===== src/rtl/comparator_seq_if.sv =====
// rtl/comparator_seq_if.sv - request, operand, shared-comparator and result signals of comparator_seq
interface comparator_seq_if #(
    parameter int NIBBLES = 4
);
    localparam int W = 4 * NIBBLES;

    logic         start;
    logic [W-1:0] op_a;
    logic [W-1:0] op_b;
    logic [3:0]   cmp_a;
    logic [3:0]   cmp_b;
    logic         cmp_gt;
    logic         cmp_lt;
    logic         cmp_eq;
    logic         busy;
    logic         done;
    logic         gt;
    logic         lt;
    logic         eq;
    logic         err;

    // Sequencer side: owns the comparator inputs and the result outputs.
    modport slave (
        input  start, op_a, op_b, cmp_gt, cmp_lt, cmp_eq,
        output cmp_a, cmp_b, busy, done, gt, lt, eq, err
    );

    // Requester / comparator side.
    modport master (
        output start, op_a, op_b, cmp_gt, cmp_lt, cmp_eq,
        input  cmp_a, cmp_b, busy, done, gt, lt, eq, err
    );
endinterface


===== src/rtl/comparator_seq.sv =====
// rtl/comparator_seq.sv - MSB-first nibble-serial magnitude compare using one external 4-bit comparator
module comparator_seq #(
    parameter int NIBBLES = 4
) (
    input  logic             clk,
    input  logic             rst_n,
    comparator_seq_if.slave  bus
);
    localparam int W = 4 * NIBBLES;

    localparam logic [1:0] S_IDLE = 2'd0;
    localparam logic [1:0] S_CMP  = 2'd1;
    localparam logic [1:0] S_DONE = 2'd2;

    localparam logic [3:0] IDX_TOP = 4'(NIBBLES - 1);

    logic [1:0]   state_q, state_d;
    logic [3:0]   idx_q, idx_d;
    logic [W-1:0] a_q, a_d;
    logic [W-1:0] b_q, b_d;
    logic         gt_q, gt_d;
    logic         lt_q, lt_d;
    logic         eq_q, eq_d;
    logic         err_q, err_d;

    logic [W-1:0] a_sh;
    logic [W-1:0] b_sh;
    logic [2:0]   res;
    logic         onehot;

    // Present the current nibble to the comparator and decode status from the state.
    always_comb begin
        a_sh      = a_q >> {idx_q, 2'b00};
        b_sh      = b_q >> {idx_q, 2'b00};
        bus.cmp_a = (state_q == S_CMP) ? a_sh[3:0] : 4'd0;
        bus.cmp_b = (state_q == S_CMP) ? b_sh[3:0] : 4'd0;
        bus.busy  = (state_q == S_CMP);
        bus.done  = (state_q == S_DONE);
        bus.gt    = gt_q;
        bus.lt    = lt_q;
        bus.eq    = eq_q;
        bus.err   = err_q;
    end

    // Sequencing: accept outside CMP, walk nibbles MSB-first, stop at the first difference.
    always_comb begin
        state_d = state_q;
        idx_d   = idx_q;
        a_d     = a_q;
        b_d     = b_q;
        gt_d    = gt_q;
        lt_d    = lt_q;
        eq_d    = eq_q;
        err_d   = err_q;
        res     = {bus.cmp_gt, bus.cmp_lt, bus.cmp_eq};
        onehot  = (res == 3'b100) || (res == 3'b010) || (res == 3'b001);

        case (state_q)
            S_CMP: begin
                if (!onehot) begin
                    // A broken comparator gives no trustworthy ordering, so report only err.
                    err_d   = 1'b1;
                    state_d = S_DONE;
                end else if (bus.cmp_eq) begin
                    if (idx_q == 4'd0) begin
                        eq_d    = 1'b1;
                        state_d = S_DONE;
                    end else begin
                        idx_d = idx_q - 4'd1;
                    end
                end else begin
                    gt_d    = bus.cmp_gt;
                    lt_d    = bus.cmp_lt;
                    state_d = S_DONE;
                end
            end
            default: begin
                // IDLE and DONE both accept; DONE falls back to IDLE otherwise.
                if (bus.start) begin
                    a_d     = bus.op_a;
                    b_d     = bus.op_b;
                    idx_d   = IDX_TOP;
                    gt_d    = 1'b0;
                    lt_d    = 1'b0;
                    eq_d    = 1'b0;
                    err_d   = 1'b0;
                    state_d = S_CMP;
                end else if (state_q == S_DONE) begin
                    state_d = S_IDLE;
                end
            end
        endcase
    end

    // State, operand latches and result registers; reset abandons any compare in flight.
    always_ff @(posedge clk or negedge rst_n) begin
        if (!rst_n) begin
            state_q <= S_IDLE;
            idx_q   <= IDX_TOP;
            a_q     <= '0;
            b_q     <= '0;
            gt_q    <= 1'b0;
            lt_q    <= 1'b0;
            eq_q    <= 1'b0;
            err_q   <= 1'b0;
        end else begin
            state_q <= state_d;
            idx_q   <= idx_d;
            a_q     <= a_d;
            b_q     <= b_d;
            gt_q    <= gt_d;
            lt_q    <= lt_d;
            eq_q    <= eq_d;
            err_q   <= err_d;
        end
    end
endmodule


===== src/flat_wrapper.sv =====
// flat-port wrapper written by rule: the top's interface ports become plain ports
module comparator_seq_flat 
#(
    parameter int NIBBLES = 4
)
  (clk, rst_n, bus_start, bus_op_a, bus_op_b, bus_cmp_gt, bus_cmp_lt, bus_cmp_eq, bus_cmp_a, bus_cmp_b, bus_busy, bus_done, bus_gt, bus_lt, bus_eq, bus_err);
  comparator_seq_if #(.NIBBLES(NIBBLES)) bus_i ();
  input  logic clk;
  input  logic rst_n;
  input wire logic [$bits(bus_i.start)-1:0] bus_start;
  input wire logic [$bits(bus_i.op_a)-1:0] bus_op_a;
  input wire logic [$bits(bus_i.op_b)-1:0] bus_op_b;
  input wire logic [$bits(bus_i.cmp_gt)-1:0] bus_cmp_gt;
  input wire logic [$bits(bus_i.cmp_lt)-1:0] bus_cmp_lt;
  input wire logic [$bits(bus_i.cmp_eq)-1:0] bus_cmp_eq;
  output wire logic [$bits(bus_i.cmp_a)-1:0] bus_cmp_a;
  output wire logic [$bits(bus_i.cmp_b)-1:0] bus_cmp_b;
  output wire logic [$bits(bus_i.busy)-1:0] bus_busy;
  output wire logic [$bits(bus_i.done)-1:0] bus_done;
  output wire logic [$bits(bus_i.gt)-1:0] bus_gt;
  output wire logic [$bits(bus_i.lt)-1:0] bus_lt;
  output wire logic [$bits(bus_i.eq)-1:0] bus_eq;
  output wire logic [$bits(bus_i.err)-1:0] bus_err;
  assign bus_i.start = bus_start;
  assign bus_i.op_a = bus_op_a;
  assign bus_i.op_b = bus_op_b;
  assign bus_i.cmp_gt = bus_cmp_gt;
  assign bus_i.cmp_lt = bus_cmp_lt;
  assign bus_i.cmp_eq = bus_cmp_eq;
  assign bus_cmp_a = bus_i.cmp_a;
  assign bus_cmp_b = bus_i.cmp_b;
  assign bus_busy = bus_i.busy;
  assign bus_done = bus_i.done;
  assign bus_gt = bus_i.gt;
  assign bus_lt = bus_i.lt;
  assign bus_eq = bus_i.eq;
  assign bus_err = bus_i.err;
  comparator_seq #(.NIBBLES(NIBBLES)) u_core (.clk(clk), .rst_n(rst_n), .bus(bus_i));
endmodule

===== config.mk =====
export PLATFORM = sky130hd
export DESIGN_NAME = comparator_seq_flat
export DESIGN_NICKNAME = d
export VERILOG_FILES = /design/src/rtl/comparator_seq_if.sv /design/src/rtl/comparator_seq.sv /design/src/flat_wrapper.sv
export SDC_FILE = /design/constraint.sdc
export NUM_CORES = 1
export LEC_CHECK = 0
export CORE_UTILIZATION = 52
export DETAILED_ROUTE_END_ITERATION = 16
export GPL_TIMING_DRIVEN = 0
export MAX_ROUTING_LAYER = met4
export PLACE_DENSITY = 0.91
export SETUP_SLACK_MARGIN = 0.2
export SYNTH_ARGS = -nofsm -noshare
export SYNTH_HDL_FRONTEND = slang
export SYNTH_SLANG_ARGS = --single-unit
export TNS_END_PERCENT = 100

===== constraint.sdc =====
create_clock -name clk -period 3.15 [get_ports clk]
set_input_delay 0.4725 -clock clk [delete_from_list [all_inputs] [get_ports clk]]
set_output_delay 0.4725 -clock clk [all_outputs]
set_load 0.03 [all_outputs]

==> metrics.md <==
| Metric | Value |
|---|---|
| First-iteration detailed-routing DRC count | `59` |
| Synthesized Nets | `184` |
| Cell types occupying the most area after synthesis | `dfrtp_1, mux2_2, mux4_2` |
| Total DRC errors in the routed layout | `0` |
| GRT Util Overall | `25.7%` |
| Clock slew seen by the registers of the worst setup and hold paths | `0.08 ns` |
| Placeable core region | `0.00347 mm2` |
| Post-synthesis cell area | `0.00195 mm2` |
| Worst max-slew margin expressed relative to the limit | `40.0%` |
| Cells after synthesis | `145` |
| Final ANT Viol Nets | `0` |
| P_leak | `1.18 nW` |
| Average vias per placed instance | `5.60` |
| Setup TNS | `0 ns` |
| RSZ-0062 raised after global routing | `false` |
| Maximum number of pins on one net before global-route repair | `43` |
| Average wire per cell in the routed design | `17.2 um` |
| Final hold violation count | `0` |
| Die height | `63.3 um` |
| I/O pin cnt | `52` |
| CTS HTree Levels | `2` |
| Inserted Clock Buffers | `5` |
| Pwr per Cell Area | `892 mW/mm2` |
| Highest Clock Rate | `352 MHz` |
| Seq cells post-synth | `42` |
| Sum of net half-perimeters after detailed placement | `3060 um` |
| MaxCap Viol Count | `0` |
| Kind of end point of the critical path | `output port` |
| Final weighted congestion of routability-driven global placement | `0.835` |
| Vias post-DR | `1389` |
| Fraction of the yosys area taken by sequential cells | `53.9%` |
| Fin Hold WS | `0.306 ns` |
| CTS Root Cell | `clkbuf_8` |
| Tightest Pin Transition | `0.900 ns` |
| Worst clock skew on the final layout | `0.0102 ns` |
| Clock insertion delay at the later pin of the skew report | `0.29 ns` |
| Number of detailed-route iterations in the first pass | `4` |
| Width of the die | `63.3 um` |
| Clock tree sinks | `42` |
| Share of the synthesized area in the top cell type | `51.2%` |
| Distinct cells, synth | `30` |
| Crit path launch type | `flop` |
| Max IR drop VDD | `0.000444 V` |
| Starting Density | `56.3%` |
| Port Buf Inserts | `50` |
| Number of placement rows | `21` |
| Mean area per synthesized cell | `13.5 um2` |
| Final Core Density | `75.1%` |
| Cell taking the most area after synthesis | `dfrtp_1` |
| Arrival time at the worst endpoint | `2.37 ns` |
| Syn. warnings | `0` |
| First-pass GRT wire length | `7460 um` |
| Outcome | `complete, no violations` |
| Share of post-route cells with drive strength above 1 | `27.7%` |
| Number of diodes | `0` |
| Final setup vio count | `0` |
| Critical path type | `reg -> out` |
| Final Max Slew Viols | `0` |
| Min Clock Period, post-route | `2.84 ns` |
| Number of nets in the layout | `240` |
| Routed wire length | `4260 um` |
| Maximum clock insertion buffer count | `2` |
| CTS tree | `yes` |
| Die area | `0.00401 mm2` |
| Synthesis-to-finish area growth | `33.4%` |
| Worst EP required | `2.68 ns` |
| CTS Hold Bufs | `0` |
| Kind of path behind the tightest hold check | `in -> async` |
| Initial antenna violation count | `0` |
| Total gr overflow | `0` |
| Fraction of the cycle the final worst path needs | `90.3%` |
| Number of global-route vias before repair | `1578` |
| Maximum net fanout on the critical path | `10` |
cell usage in the layout (no fill, tap or decap), types with 2 or more instances in the layout:
cell type,n
buf_1,3
buf_2,2
and3_1,8
clkbuf_2,2
dlymetal6s2s_1,3
mux4_2,8
nand2_1,4
nor2_1,6
dfrtp_1,40
a22o_1,2
or4_1,2
clkdlybuf4s50_1,46
clkbuf_8,6
a21oi_1,6
mux2_2,32
dfstp_2,2
inv_1,5
o21ai_0,8
logic make-up after synthesis:
logic type / Yosys count / share of synthesized area [%]
AOI/OAI and AO/OA: 22 / 7.04
buffers and inverters: 14 / 2.88
xor gates and xnor gates: 1 / 0.448
DFF: 42 / 53.9
and+or+nand+nor: 25 / 7.43
adders and majority gates: 1 / 0.640
muxes: 40 / 27.7
layer usage:
metal | routed length (um) | GRT usage [%]
met5 | 0 | -
met4 | 158 | 11.4
met3 | 183 | 4.17
met2 | 2140 | 42.6
met1 | 1780 | 31.1
power by group:
part           switching, mW  total, mW  internal (mW)
logic                  0.483       1.05          0.568
registers              0.139      0.926          0.787
clock network          0.170      0.347          0.177
total                  0.792       2.32           1.53
synth_stat cells, drive strengths merged:
master and instances:
a21o 2, a21oi 6, a22o 2, a2bb2oi 1, a31oi 1, and3 8, and4bb 1, buf 5
clkbuf 3, clkinv 1, dfrtp 40, dfstp 2, ha 1, inv 5, mux2 32, mux4 8
nand2 4, nand2b 1, nand4b 1, nor2 6, nor2b 1, o211a 1, o21ai 8, o22a 1
or3b 1, or4 2, xor2 1
area by class of cell:
type	count	area (um2)
plain buffers	7	33.8
clock buffers	7	86.3
clock inverters	1	5.00
fillers	235	862
inverters	6	22.5
multi-input cells	89	845
flip-flops and latches	42	1050
well taps	46	57.6
repair buffers	50	503
repair_timing:
item | in CTS | in global routing
resized for setup | 1 | 5
endpoints found under the setup margin | 7 | 8
hold endpoints to repair | 0 | 0
buffers inserted | 0 | 0
flip-flops by register name, indices dropped and copies added (netlist names):
| name | count |
|---|---|
| u_core.a_q | 16 |
| u_core.idx_q | 4 |
| u_core.bus.err | 1 |
| u_core.state_q | 2 |
| u_core.bus.eq | 1 |
| u_core.bus.lt | 1 |
| u_core.b_q | 16 |
| u_core.bus.gt | 1 |
final timing paths:
path                                          startpoint                    endpoint  slack, ns  depth (start not counted)
min                                                rst_n   u_core.bus.gt$_DFFE_PN0P_       0.31                          1
min in group clk               u_core.b_q[8]$_DFFE_PN0P_   u_core.b_q[8]$_DFFE_PN0P_       0.51                          1
max                          u_core.idx_q[0]$_DFFE_PN1P_                bus_cmp_b[2]       0.31                          4
max reg2reg                u_core.state_q[1]$_DFFE_PN0P_  u_core.a_q[13]$_DFFE_PN0P_       1.13                          5
min reg2reg                    u_core.b_q[8]$_DFFE_PN0P_   u_core.b_q[8]$_DFFE_PN0P_       0.51                          1
max in group asynchronous                          rst_n   u_core.a_q[5]$_DFFE_PN0P_       2.27                          1
worst max-delay path, stage by stage (launching register included):
cell and delay (ns):
dfstp_2 0.56, buf_4 0.21, mux4_2 0.52, and3_1 0.20
clkdlybuf4s50_1 0.59
metrics by stage:
step	setup slack [ns]	area (um2)	cells	total power, mW
2_1_floorplan	1.06	1950	145	1.61
3_3_place_gp	0.501	2510	241	1.92
3_5_place_dp	0.493	2510	241	1.98
4_1_cts	0.201	2600	249	2.34
5_1_grt	0.203	2610	248	2.47
6_report	0.305	2610	248	2.32
Power figures use the tool's default switching activity.
